$ cat src/rtl/fft_bitrev_buf.sv
// Purpose: 64-point FFT input reorder buffer. Natural-order samples go into two ping-pong banks and each frame is replayed in 6-bit bit-reversed order.
// Latency: output k=0 is registered one edge after the frame's last input sample is written; a frame then streams out over 64 consecutive edges.
// Backpressure: rdy_o drops only while both banks hold unread frames. The output side has no stall input and always drains at one sample per clock.
module fft_bitrev_buf #(
  parameter int DATA_WD = 16,
  parameter int FFT_PT  = 64,
  parameter int FFT_LOG = 6
) (
  input  logic                 clk,
  input  logic                 rst_n,
  input  logic                 val_i,
  input  logic [2*DATA_WD-1:0] dat_i,
  output logic                 rdy_o,
  output logic                 val_o,
  output logic [2*DATA_WD-1:0] dat_o,
  output logic [FFT_LOG-1:0]   idx_o,
  output logic                 sof_o,
  output logic                 eof_o
);

  localparam int                 SMP_WD = 2 * DATA_WD;
  localparam logic [FFT_LOG-1:0] LAST   = FFT_LOG'(FFT_PT - 1);

  typedef enum logic {
    ST_IDLE,
    ST_READ
  } rd_state_e;

  // Two banks laid out back to back. The bank select is the address MSB.
  logic [SMP_WD-1:0]  mem_q [0:2*FFT_PT-1];

  logic [1:0]         full_q, full_d;
  logic               wr_bank_q, wr_bank_d;
  logic [FFT_LOG-1:0] wr_cnt_q, wr_cnt_d;
  logic               rd_bank_q;
  logic [FFT_LOG-1:0] rd_cnt_q;
  rd_state_e          state_q;

  logic               wr_acc;
  logic               wr_last;
  logic               rd_fire;
  logic               rd_last;
  logic [FFT_LOG-1:0] rd_addr;

  function automatic logic [FFT_LOG-1:0] bitrev(input logic [FFT_LOG-1:0] a);
    logic [FFT_LOG-1:0] r;
    r = '0;
    for (int i = 0; i < FFT_LOG; i++) begin
      r[i] = a[FFT_LOG-1-i];
    end
    return r;
  endfunction

  // A bank is writable only while it holds no unread frame.
  assign rdy_o = !full_q[wr_bank_q];

  // Next-state for the write pointer and the per-bank full flags.
  always_comb begin
    wr_acc    = val_i && rdy_o;
    wr_last   = wr_acc && (wr_cnt_q == LAST);
    // READ always implies the current bank is full. Firing on the full flag
    // while in IDLE gives output k=0 on the edge right after the last write.
    rd_fire   = (state_q == ST_READ) || full_q[rd_bank_q];
    rd_last   = rd_fire && (rd_cnt_q == LAST);
    rd_addr   = bitrev(rd_cnt_q);
    wr_cnt_d  = wr_acc ? wr_cnt_q + 1'b1 : wr_cnt_q;
    wr_bank_d = wr_last ? ~wr_bank_q : wr_bank_q;
    full_d    = full_q;
    // Set and clear always target different banks: a bank being read is full,
    // so it can never be the bank that is being written.
    if (wr_last) full_d[wr_bank_q] = 1'b1;
    if (rd_last) full_d[rd_bank_q] = 1'b0;
  end

  // Sample storage has no reset; stale contents are never read because the full flags are cleared.
  always_ff @(posedge clk) begin
    if (wr_acc) mem_q[{wr_bank_q, wr_cnt_q}] <= dat_i;
  end

  // Write pointer and full flags.
  always_ff @(posedge clk or negedge rst_n) begin
    if (!rst_n) begin
      full_q    <= '0;
      wr_bank_q <= 1'b0;
      wr_cnt_q  <= '0;
    end else begin
      full_q    <= full_d;
      wr_bank_q <= wr_bank_d;
      wr_cnt_q  <= wr_cnt_d;
    end
  end

  // Read FSM with registered outputs. It emits one bit-reversed sample per edge while a frame is ready.
  always_ff @(posedge clk or negedge rst_n) begin
    if (!rst_n) begin
      state_q   <= ST_IDLE;
      rd_bank_q <= 1'b0;
      rd_cnt_q  <= '0;
      val_o     <= 1'b0;
      dat_o     <= '0;
      idx_o     <= '0;
      sof_o     <= 1'b0;
      eof_o     <= 1'b0;
    end else begin
      val_o <= 1'b0;
      sof_o <= 1'b0;
      eof_o <= 1'b0;
      if (rd_fire) begin
        dat_o    <= mem_q[{rd_bank_q, rd_addr}];
        idx_o    <= rd_cnt_q;
        val_o    <= 1'b1;
        sof_o    <= (rd_cnt_q == '0);
        eof_o    <= (rd_cnt_q == LAST);
        rd_cnt_q <= rd_cnt_q + 1'b1;
        if (rd_last) begin
          rd_bank_q <= ~rd_bank_q;
          // If the other bank's last write lands on this same edge, its flag
          // is not visible yet. IDLE then picks it up on the next edge, so
          // the output still has no gap.
          state_q   <= full_q[~rd_bank_q] ? ST_READ : ST_IDLE;
        end else begin
          state_q   <= ST_READ;
        end
      end else begin
        state_q <= ST_IDLE;
      end
    end
  end

endmodule
$ cat config.mk
export PLATFORM = sky130hd
export DESIGN_NAME = fft_bitrev_buf
export DESIGN_NICKNAME = d
export VERILOG_FILES = /design/src/rtl/fft_bitrev_buf.sv
export SDC_FILE = /design/constraint.sdc
export NUM_CORES = 2
export LEC_CHECK = 0
export ABC_AREA = 1
export BUFFER_PORTS_ARGS = -buffer_cell sky130_fd_sc_hd__clkbuf_2
export CAP_MARGIN = 10
export CORE_MARGIN = 8
export CORE_UTILIZATION = 40
export CTS_CLUSTER_SIZE = 8
export DETAILED_ROUTE_END_ITERATION = 8
export GPL_ROUTABILITY_DRIVEN = 0
export SYNTH_ARGS = -nofsm -noshare
export SYNTH_HDL_FRONTEND = slang
export SYNTH_SLANG_ARGS = --single-unit
$ cat constraint.sdc
create_clock -name clk -period 4 [get_ports clk]
set_clock_uncertainty 0.05 [all_clocks]
set_input_delay 0 -clock clk [delete_from_list [all_inputs] [get_ports clk]]
set_output_delay 0 -clock clk [all_outputs]
set_load 0.01 [all_outputs]
==> impl_metrics.yaml <==
run_status:
  status: "finished clean"
worst_setup_path:
  r2r_slack_ns: 0.11
  cp_slowest_cell: "dfrtp_4"
  critPathKind: "reg2reg"
  reg2reg_to: "dat_o[26]$_DFFE_PN0P_"
  reg2reg_depth: 13
  crit_chain: "inv_8 > buf_12 > buf_4 > nand2_1 > nand3_1 > nand3_1 > nand3_1 > nand3_1 > nand2_1 > nand2_1 > nand3_1 > nand2_1 > nand2_1"
  critPathBufInv: 3
  arrival_ns: 4.84
  endpoint_kind: "flop"
  path_max_fanout: 80
  cp.required_ns: 4.95
  slowest_delay_ns: 0.65
  r2r-start: "rd_cnt_q[5]$_DFFE_PN0P_"
  start_kind: "flop"
  path_delay_family: "simple AND/OR/NAND/NOR gates"
floorplan:
  core_area_um2: 420000
  die_h_um: 665
  chipWidth_um: 665
  io_pins: 77
  rows: 238
  die-area_um2: 443000
  initial_core_util_pct: 40.2
global_routing:
  grt_antenna_before_repair: 20
  grt.overflow.total: 0
  grt.busiest_layer: "met2"
  track_usage_pct: 22.5
  globalRouteMet3Util_pct: 3.68
  grt_pass1_wl_um: 746000
  grtUsageMet1_pct: 30.9
  use_met2_pct: 35.8
  grt_max_degree: 153
  grt_pass1_vias: 107000
sta:
  whs_ns: 0.0612
  tns_ns: 0
  fmax_ghz: 0.257
  setup_slack_ns: 0.115
  setup_viol: 0
  rsz0062_at_grt: "no"
  max-slew-margin-rel_pct: 17.6
  finalCriticalPeriod_ns: 3.89
  drv_slew: 0
  hold_viol_final: 0
  fin_crit_sh_pct: 97.1
  worstMarginPinSlew_ns: 1.24
power:
  p_leak_nw: 70.1
  power_mw: 94.3
  irDropWorstVdd_mv: 0.379
  p_per_area_nw_per_um2: 483
hold_path:
  hold_depth: 2
  hp-start: "dat_i[29]"
  min_to: "mem_q[15][29]$_DFFE_PP_"
  min_path_type: "in2reg"
clock_tree:
  insertion_delay_ns: 1.05
  clock_path_buffers: 4
  htreeDepth: 6
  numCtsBuffers: 590
  clock_sinks: 4154
  post-cts-setup-buffers: 0
  clk_transition_reported_paths_ns: 0.05
  cts_tree: "built"
  cts_root_buf: "clkbuf_16"
synth:
  yosysTopAreaCell: "edfxtp_1"
  synth.distinct_cells: 23
  ys_ff_latch: 4154
  synth_warnings: 0
  ys_seq_area_share_pct: 73.8
  synth_area_leaders: "edfxtp_1 73%, nand2_1 9.4%, nand3_1 8.6%"
  synth_area_um2: 169000
  yosysTopAreaCellShare_pct: 73.0
  syn_avg_cell_area_um2: 11.7
  syn-num-nets: 14500
  synth_cells: 14400
routing:
  wire_per_inst_um: 25.2
  drc_errors: 0
  drt-initial-drc-count: 13700
  routed_wl_um: 515000
  ant_nets: 0
  viasPerCell: 5.54
  vias: 113000
  drt-pass1-iter-count: 6
cells_and_area:
  syn2layout_area_growth_pct: 15.9
  layout_common_cells: "4231 x nand2_1, 4096 x edfxtp_1, 2891 x nand3_1, 886 x nor2_1, 594 x clkbuf_16"
  fin_util_pct: 46.5
  final_common_cell: "nand2_1"
  final_nets: 14700
  drive_above_1_share_pct: 8.97
  fin_area_um2: 195000
  final_cells: 20400
placed_design:
  place_area_um2: 178000
  pre_cts_ws_ns: 0.0680
  place_hpwl_um: 278000
  port_buffers: 76
  dp_cells: 19600
flow_run:
  drv_cap: 0
final cells by class:
type | count | area (um2)
antenna | 10 | 25.0
inverter | 575 | 2190
multi-input combinational | 8806 | 38900
fill | 37200 | 224000
timing repair buffer | 583 | 6290
tap | 5520 | 6910
clock buffer | 713 | 15300
clock inverter | 60 | 1320
sequential | 4154 | 124000
metal layers:
metal | vias up | part of all wire, %
met5 | - | 0.0025
met4 | 2 | 4.3
met3 | 873 | 9.0
met2 | 5471 | 46
met1 | 56200 | 41
li1 | 50600 | -
report_power, final:
part / total (mW) / switching [mW] / internal [mW] / leakage, nW
Combinational: 0.996 / 0.882 / 0.114 / 24.6
Clock: 45.4 / 18.4 / 27.0 / 8.01
Sequential: 47.9 / 0 / 47.9 / 37.5
Total: 94.3 / 19.3 / 75.0 / 70.1
synth_stat cells:
cell,number
nand2_1,4232
edfxtp_1,4096
nand3_1,2891
nor2_1,1015
inv_1,569
o21ai_0,459
buf_2,442
clkbuf_1,295
buf_1,149
o211ai_1,126
dfrtp_1,58
a21oi_1,34
buf_4,20
o21ai_1,18
xor2_1,10
nand4_1,9
nor3_1,7
buf_6,6
inv_2,5
ha_1,3
a22oi_1,1
a2bb2oi_1,1
clkinv_1,1
sequential cells by signal (all words and copies together) (netlist names):
name and flops:
eof_o 1, wr_cnt_q 6, rd_cnt_q 6, idx_o 6, state_q 1, sof_o 1
wr_bank_q 1, rd_bank_q 1, val_o 1, dat_o 32, mem_q 4096, full_q 2
cells by family (layout without fill, tap and decap cells):
family	count (synthesis)	in the layout	synth area share (%)
XOR/XNOR	10	10	0.0519
other	0	10	0
flip-flops	4154	4154	73.8
AND/OR/NAND/NOR	8154	8154	20.3
adder cells (fa/ha/maj)	3	3	0.0223
AO/OA/AOI/OAI	639	639	2.09
buffers and inverters	1487	1931	3.71
repair_timing:
| item | 4_1_cts | 5_1_grt |
|---|---|---|
| hold endpoints to repair | 4103 | 0 |
| hold buffers | 47 | 0 |
| gates resized for setup | 1 | 0 |
| setup endpoints to repair | 1 | 0 |
how the worst max path moves through the flow:
stage                                  startpoint                      end  slack, ns  depth (start not counted)
after floorplan             wr_bank_q$_DFFE_PN0N_  mem_q[104][0]$_DFFE_PP_       0.41                          8
after global placement    rd_cnt_q[5]$_DFFE_PN0P_    dat_o[25]$_DFFE_PN0P_       0.07                         12
after detailed placement  rd_cnt_q[5]$_DFFE_PN0P_    dat_o[25]$_DFFE_PN0P_       0.07                         12
after CTS                 rd_cnt_q[5]$_DFFE_PN0P_    dat_o[26]$_DFFE_PN0P_       0.25                         13
after global routing      rd_cnt_q[5]$_DFFE_PN0P_    dat_o[26]$_DFFE_PN0P_       0.12                         13
final                     rd_cnt_q[5]$_DFFE_PN0P_    dat_o[26]$_DFFE_PN0P_       0.11                         13
Power figures use the tool's default switching activity.
